===== config.mk =====
export PLATFORM = sky130hd
export DESIGN_NAME = regfile_sequencer_flat
export DESIGN_NICKNAME = d
export VERILOG_FILES = /design/src/rtl/regfile_sequencer_if.sv /design/src/rtl/regfile_sequencer.sv /design/src/flat_wrapper.sv
export SDC_FILE = /design/constraint.sdc
export NUM_CORES = 1
export LEC_CHECK = 0
export ABC_AREA = 1
export CELL_PAD_IN_SITES_DETAIL_PLACEMENT = 0
export CELL_PAD_IN_SITES_GLOBAL_PLACEMENT = 2
export CORE_ASPECT_RATIO = 0.7
export CORE_UTILIZATION = 27
export DETAILED_ROUTE_END_ITERATION = 7
export PLACE_DENSITY_LB_ADDON = 0.2
export SYNTH_ARGS = -nofsm -noshare
export SYNTH_HDL_FRONTEND = slang
export SYNTH_SLANG_ARGS = --single-unit

===== constraint.sdc =====
create_clock -name clk -period 2.7 [get_ports clk]
set_input_delay 0.405 -clock clk [delete_from_list [all_inputs] [get_ports clk]]
set_output_delay 0.405 -clock clk [all_outputs]
set_load 0.01 [all_outputs]

===== src/rtl/regfile_sequencer_if.sv =====
// Request/response handshake bundle between the decode logic (master)
// and the register-file sequencer (slave).
interface regfile_sequencer_if #(
  parameter int DATA_W = 8,
  parameter int ADDR_W = 2
);
  logic              req_valid;
  logic              req_ready;
  logic [2:0]        req_op;
  logic [ADDR_W-1:0] req_rd;
  logic [ADDR_W-1:0] req_rs1;
  logic [ADDR_W-1:0] req_rs2;
  logic [DATA_W-1:0] req_imm;
  logic              resp_valid;
  logic              resp_ready;
  logic [DATA_W-1:0] resp_data;
  logic              resp_carry;

  modport master (
    output req_valid, req_op, req_rd, req_rs1, req_rs2, req_imm, resp_ready,
    input  req_ready, resp_valid, resp_data, resp_carry
  );

  modport slave (
    input  req_valid, req_op, req_rd, req_rs1, req_rs2, req_imm, resp_ready,
    output req_ready, resp_valid, resp_data, resp_carry
  );
endinterface


===== src/rtl/regfile_sequencer.sv =====
// Multi-cycle initiator for the 4x8 register file: read operands, execute,
// write back once, then hand the result out over a valid/ready response.
module regfile_sequencer #(
  parameter int DATA_W = 8,
  parameter int ADDR_W = 2
) (
  input  logic              clk,
  input  logic              rst_n,
  regfile_sequencer_if.slave bus,
  output logic [ADDR_W-1:0] rs1_addr_o,
  output logic [ADDR_W-1:0] rs2_addr_o,
  input  logic [DATA_W-1:0] rs1_data_i,
  input  logic [DATA_W-1:0] rs2_data_i,
  output logic [ADDR_W-1:0] wr_addr_o,
  output logic [DATA_W-1:0] wr_data_o,
  output logic              reg_wr_en_o
);

  typedef enum logic [2:0] {IDLE, READ, EXEC, WB, RESP} state_e;

  typedef enum logic [2:0] {
    OP_ADD  = 3'b000,
    OP_SUB  = 3'b001,
    OP_AND  = 3'b010,
    OP_OR   = 3'b011,
    OP_XOR  = 3'b100,
    OP_LI   = 3'b101,
    OP_MOV  = 3'b110,
    OP_READ = 3'b111
  } op_e;

  state_e            state_q, state_d;
  op_e               op_q, op_d;
  logic [ADDR_W-1:0] rd_q, rd_d;
  logic [ADDR_W-1:0] rs1_addr_q, rs1_addr_d;
  logic [ADDR_W-1:0] rs2_addr_q, rs2_addr_d;
  logic [DATA_W-1:0] imm_q, imm_d;
  logic [DATA_W-1:0] a_q, a_d;
  logic [DATA_W-1:0] b_q, b_d;
  logic [DATA_W:0]   res_q, res_d;
  logic [ADDR_W-1:0] wr_addr_q, wr_addr_d;
  logic [DATA_W-1:0] wr_data_q, wr_data_d;
  logic              wr_en_q, wr_en_d;
  logic [DATA_W:0]   alu;

  // Top bit of the 9-bit result is carry for ADD and borrow for SUB.
  always_comb begin
    alu = '0;
    case (op_q)
      OP_ADD:  alu = {1'b0, a_q} + {1'b0, b_q};
      OP_SUB:  alu = {1'b0, a_q} - {1'b0, b_q};
      OP_AND:  alu = {1'b0, a_q & b_q};
      OP_OR:   alu = {1'b0, a_q | b_q};
      OP_XOR:  alu = {1'b0, a_q ^ b_q};
      OP_LI:   alu = {1'b0, imm_q};
      default: alu = {1'b0, a_q};
    endcase
  end

  always_comb begin
    state_d    = state_q;
    op_d       = op_q;
    rd_d       = rd_q;
    rs1_addr_d = rs1_addr_q;
    rs2_addr_d = rs2_addr_q;
    imm_d      = imm_q;
    a_d        = a_q;
    b_d        = b_q;
    res_d      = res_q;
    wr_addr_d  = wr_addr_q;
    wr_data_d  = wr_data_q;
    wr_en_d    = 1'b0;
    case (state_q)
      IDLE: begin
        if (bus.req_valid) begin
          op_d       = op_e'(bus.req_op);
          rd_d       = bus.req_rd;
          rs1_addr_d = bus.req_rs1;
          rs2_addr_d = bus.req_rs2;
          imm_d      = bus.req_imm;
          state_d    = READ;
        end
      end
      READ: begin
        a_d     = rs1_data_i;
        b_d     = rs2_data_i;
        state_d = EXEC;
      end
      EXEC: begin
        res_d   = alu;
        state_d = WB;
        // Write strobe is registered so it is high for exactly the WB cycle.
        if (op_q != OP_READ) begin
          wr_en_d   = 1'b1;
          wr_addr_d = rd_q;
          wr_data_d = alu[DATA_W-1:0];
        end
      end
      WB: begin
        state_d = RESP;
      end
      RESP: begin
        if (bus.resp_ready) begin
          state_d = IDLE;
        end
      end
      default: state_d = IDLE;
    endcase
  end

  always_ff @(posedge clk or negedge rst_n) begin
    if (!rst_n) begin
      state_q    <= IDLE;
      op_q       <= OP_ADD;
      rd_q       <= '0;
      rs1_addr_q <= '0;
      rs2_addr_q <= '0;
      imm_q      <= '0;
      a_q        <= '0;
      b_q        <= '0;
      res_q      <= '0;
      wr_addr_q  <= '0;
      wr_data_q  <= '0;
      wr_en_q    <= 1'b0;
    end else begin
      state_q    <= state_d;
      op_q       <= op_d;
      rd_q       <= rd_d;
      rs1_addr_q <= rs1_addr_d;
      rs2_addr_q <= rs2_addr_d;
      imm_q      <= imm_d;
      a_q        <= a_d;
      b_q        <= b_d;
      res_q      <= res_d;
      wr_addr_q  <= wr_addr_d;
      wr_data_q  <= wr_data_d;
      wr_en_q    <= wr_en_d;
    end
  end

  assign bus.req_ready  = (state_q == IDLE);
  assign bus.resp_valid = (state_q == RESP);
  assign bus.resp_data  = res_q[DATA_W-1:0];
  assign bus.resp_carry = res_q[DATA_W];
  assign rs1_addr_o     = rs1_addr_q;
  assign rs2_addr_o     = rs2_addr_q;
  assign wr_addr_o      = wr_addr_q;
  assign wr_data_o      = wr_data_q;
  assign reg_wr_en_o    = wr_en_q;

endmodule


===== src/flat_wrapper.sv =====
// flat-port wrapper written by rule: the top's interface ports become plain ports
module regfile_sequencer_flat 
#(
  parameter int DATA_W = 8,
  parameter int ADDR_W = 2
)
  (clk, rst_n, rs1_addr_o, rs2_addr_o, rs1_data_i, rs2_data_i, wr_addr_o, wr_data_o, reg_wr_en_o, bus_req_valid, bus_req_op, bus_req_rd, bus_req_rs1, bus_req_rs2, bus_req_imm, bus_resp_ready, bus_req_ready, bus_resp_valid, bus_resp_data, bus_resp_carry);
  regfile_sequencer_if #(.DATA_W(DATA_W), .ADDR_W(ADDR_W)) bus_i ();
  input  logic clk;
  input  logic rst_n;
  output logic [ADDR_W-1:0] rs1_addr_o;
  output logic [ADDR_W-1:0] rs2_addr_o;
  input  logic [DATA_W-1:0] rs1_data_i;
  input  logic [DATA_W-1:0] rs2_data_i;
  output logic [ADDR_W-1:0] wr_addr_o;
  output logic [DATA_W-1:0] wr_data_o;
  output logic reg_wr_en_o;
  input wire logic [$bits(bus_i.req_valid)-1:0] bus_req_valid;
  input wire logic [$bits(bus_i.req_op)-1:0] bus_req_op;
  input wire logic [$bits(bus_i.req_rd)-1:0] bus_req_rd;
  input wire logic [$bits(bus_i.req_rs1)-1:0] bus_req_rs1;
  input wire logic [$bits(bus_i.req_rs2)-1:0] bus_req_rs2;
  input wire logic [$bits(bus_i.req_imm)-1:0] bus_req_imm;
  input wire logic [$bits(bus_i.resp_ready)-1:0] bus_resp_ready;
  output wire logic [$bits(bus_i.req_ready)-1:0] bus_req_ready;
  output wire logic [$bits(bus_i.resp_valid)-1:0] bus_resp_valid;
  output wire logic [$bits(bus_i.resp_data)-1:0] bus_resp_data;
  output wire logic [$bits(bus_i.resp_carry)-1:0] bus_resp_carry;
  assign bus_i.req_valid = bus_req_valid;
  assign bus_i.req_op = bus_req_op;
  assign bus_i.req_rd = bus_req_rd;
  assign bus_i.req_rs1 = bus_req_rs1;
  assign bus_i.req_rs2 = bus_req_rs2;
  assign bus_i.req_imm = bus_req_imm;
  assign bus_i.resp_ready = bus_resp_ready;
  assign bus_req_ready = bus_i.req_ready;
  assign bus_resp_valid = bus_i.resp_valid;
  assign bus_resp_data = bus_i.resp_data;
  assign bus_resp_carry = bus_i.resp_carry;
  regfile_sequencer #(.DATA_W(DATA_W), .ADDR_W(ADDR_W)) u_core (.clk(clk), .rst_n(rst_n), .bus(bus_i), .rs1_addr_o(rs1_addr_o), .rs2_addr_o(rs2_addr_o), .rs1_data_i(rs1_data_i), .rs2_data_i(rs2_data_i), .wr_addr_o(wr_addr_o), .wr_data_o(wr_data_o), .reg_wr_en_o(reg_wr_en_o));
endmodule

==> flow_summary.toml <==
[status]
status = "finished clean"

[clocking]
numCtsBuffers = 5
numClockSinks = 56
cts_root_buf = "clkbuf_16"
path_clk_slew_ps = 70
cts_max_path_buffers = 2
cts_tree = "done"
clk_latency_ps = 290
cts_hold_buf = 0
cts_max_level = 2

[power_and_ir_drop]
internal_power_mw = 3.092
cellLeakagePower_nw = 2.094
p_clk_share_pct = 11.7
power_density_nw_per_um2 = 1363
pwr-share-comb_pct = 60.7
power_mw = 5.763
swShare_pct = 46.34
p_switching_mw = 2.670
seqPwrFrac_pct = 27.6
peakVddDrop_v = 0.0003860

[synthesis]
synth.top_cell.area_share_pct = 43.48
syn_area_um2 = 3223
syn_inst = 395
syn_avg_cell_area_um2 = 8.160
synth.area.top_cells = "dfrtp_1 (43%), nand2_1 (14%), ha_1 (9.7%)"
synth_top_area_cell = "dfrtp_1"
syn_nets = 458
ys_seq_elements = 56
yosysWarnings = 0
synth_seq_area_share_pct = 43.48
synth_cell_type_count = 30

[setup_path]
crit_type = "flip-flop to flip-flop"
r2r_slack_ps = 210
slowest_delay_ps = 430
cp_common_cell = "nand2_1"
cp_slowest_cell = "dfrtp_1"
r2r_cells = 14
critPathLaunchType = "flip-flop"
cp_max_fo = 4
r2r_start = "u_core.op_q[0]$_DFFE_PN0P_"
worstPathArrival_ps = 2670
cp.required_ps = 2880
worst_setup_path_end_kind = "flip-flop"
reg2reg_to = "u_core.wr_data_o[5]$_DFFE_PN0P_"
crit_path_cell_trace = "inv_2 -> nor3_4 -> buf_4 -> or2_2 -> xor2_1 -> ha_1 -> a21oi_1 -> nand2_1 -> nand2_1 -> nand3_1 -> nand3_1 -> nand3_1 -> nand2_1 -> nand2_1"

[routing]
wl_per_cell_um = 13.83
drt_iter0_markers = 97
dr.pass1.iters = 5
drc_errors = 0
wirelength_um = 8573
drtAntennaViolNets = 0
vias = 2700
vias_per_cell = 4.355

[sta]
clock.fmax_ghz = 0.4010
setup_tns_ps = 0
fin_crit_sh_pct = 92.37
setup_ws_ps = 206.1
grt_setup_unrepaired = "false"
drv_slew = 0
hold_violations = 0
setup_viol = 0
worst_pin_slew_ps = 645.6
slew_headroom_pct = 56.96
skew_ps = 9.136
period_needed_ps = 2494

[cells_and_area]
final_cell_mix = "nand2_1 (119), clkdlybuf4s50_1 (61), dfrtp_1 (56), inv_1 (43), nor2_1 (38)"
n_fill_cell = 1189
area_growth_pct = 31.13
final_core_util_pct = 37.30
drive_above_1_share_pct = 9.636
num-nets-final = 529
layout_commonest_cell = "nand2_1"
antenna_cells = 0

[place]
hpwl_um = 6727
globalplace.congestion = 0.7564
port_buffers = 62
dp_slack_ps = 140.7

[worst_hold_path]
hold_class = "input port to asynchronous set/reset pin"

[floorplan]
start_util_pct = 28.45
num_rows = 32
core_area_um2 = 11330
die_area_um2 = 12390
die_w_um = 132.6
ios = 63
die_y_um = 93.41

[grt]
grt_max_degree = 34
overflow = 0
antenna_found_initial = 0
grt_pass1_vias = 2650
grt.total_usage_pct = 14.89
grt_pass1_wl_um = 14210

[job]
cap_violations = 0
-- power by group through the flow --
stage | clock network, mW | registers, mW | logic [mW]
4_1_cts | 0.707 | 1.58 | 3.53
6_report | 0.676 | 1.59 | 3.50
3_3_place_gp | 0 | 1.59 | 3.50
3_5_place_dp | 0 | 1.59 | 3.52
5_1_grt | 0.740 | 1.65 | 4.02
2_1_floorplan | 0 | 1.58 | 2.27
-- critical path, delay by kind of cell (launching register included) --
| family | cells | cell delay, ps |
|---|---|---|
| AND/OR/NAND/NOR | 9 | 970 |
| flip-flops | 1 | 430 |
| adder cells (fa/ha/maj) | 1 | 310 |
| buffers and inverters | 2 | 290 |
| XOR/XNOR | 1 | 200 |
| AO/OA/AOI/OAI | 1 | 190 |
-- repair_timing --
| item | CTS | global route |
|---|---|---|
| resized for setup | 0 | 3 |
| endpoints found under the setup margin | 0 | 10 |
| buffers inserted | 0 | 0 |
-- Yosys cell counts --
master / instances
nor3_1: 3
clkbuf_1: 4
nor3_4: 1
buf_6: 1
o21ai_1: 1
mux2_2: 15
nand2_1: 119
a21oi_1: 24
nor3_2: 2
nand3_1: 21
nand4_1: 4
or2_2: 3
o21ai_0: 9
nand3b_1: 2
inv_2: 2
buf_2: 2
dfrtp_1: 56
or2_0: 1
ha_1: 25
o21a_1: 1
inv_1: 44
a31oi_1: 1
o211ai_1: 4
xor2_1: 6
nor2_2: 1
and2_1: 2
clkinv_1: 1
fa_1: 1
nand2_4: 1
nor2_1: 38
-- state kept, by name, summed over array words and instances (netlist names) --
name,count
u_core.wr_addr_o,2
u_core.rs1_addr_o,2
u_core.rs2_addr_o,2
u_core.op_q,3
u_core.wr_data_o,8
u_core.b_q,8
u_core.reg_wr_en_o,1
u_core.imm_q,8
u_core.a_q,8
u_core.state_q,3
u_core.rd_q,2
u_core.res_q,9
-- worst max path at each step --
stage	startpoint	end	slack, ps
3_5_place_dp	u_core.op_q[0]$_DFFE_PN0P_	u_core.res_q[4]$_DFFE_PN0P_	140
4_1_cts	u_core.op_q[0]$_DFFE_PN0P_	u_core.res_q[4]$_DFFE_PN0P_	110
5_1_grt	u_core.op_q[2]$_DFFE_PN0P_	u_core.res_q[6]$_DFFE_PN0P_	20
3_3_place_gp	u_core.op_q[0]$_DFFE_PN0P_	u_core.wr_data_o[5]$_DFFE_PN0P_	170
2_1_floorplan	u_core.op_q[1]$_DFFE_PN0P_	u_core.res_q[4]$_DFFE_PN0P_	180
6_report	u_core.op_q[0]$_DFFE_PN0P_	u_core.wr_data_o[5]$_DFFE_PN0P_	210
-- routing by layer --
layer  vias up  wire length (um)  GRT usage [%]
met5         -                 0              0
met4         0                72          2.682
met3         4               265          3.144
met2        46              3164          20.18
met1      1244              5070          23.60
li1       1406                 -              -
-- cells by family (layout without fill, tap and decap cells) --
group,count (synthesis),in the layout,synth area share [%]
flip-flops,56,56,43.48
adder cells (fa/ha/maj),26,26,10.33
buffers and inverters,54,126,6.599
AND/OR/NAND/NOR,198,198,26.09
AO/OA/AOI/OAI,40,40,6.638
multiplexers,15,15,5.241
XOR/XNOR,6,6,1.630
-- stage by stage --
step / hold WS [ps] / std cells / cell area [um^2]
global route: 193.8 / 620 / 4227
detailed placement: 462.0 / 612 / 4061
global placement: 457.3 / 612 / 4061
floorplan: 109.4 / 395 / 3223
CTS: 164.2 / 620 / 4215
finish: 136.0 / 620 / 4227
-- layout make-up --
type                            count  area, um^2  share of cell area (%)
Tap cell                          153       191.4                   4.529
Multi-Input combinational cell    285        1620                   38.34
Timing Repair Buffer               71       683.2                   16.16
Inverter                           47       176.4                   4.174
Clock buffer                        6       138.9                   3.286
Sequential cell                    56        1401                   33.16
Clock inverter                      2       15.01                  0.3552
No activity file was read; power rests on OpenSTA's default activity.
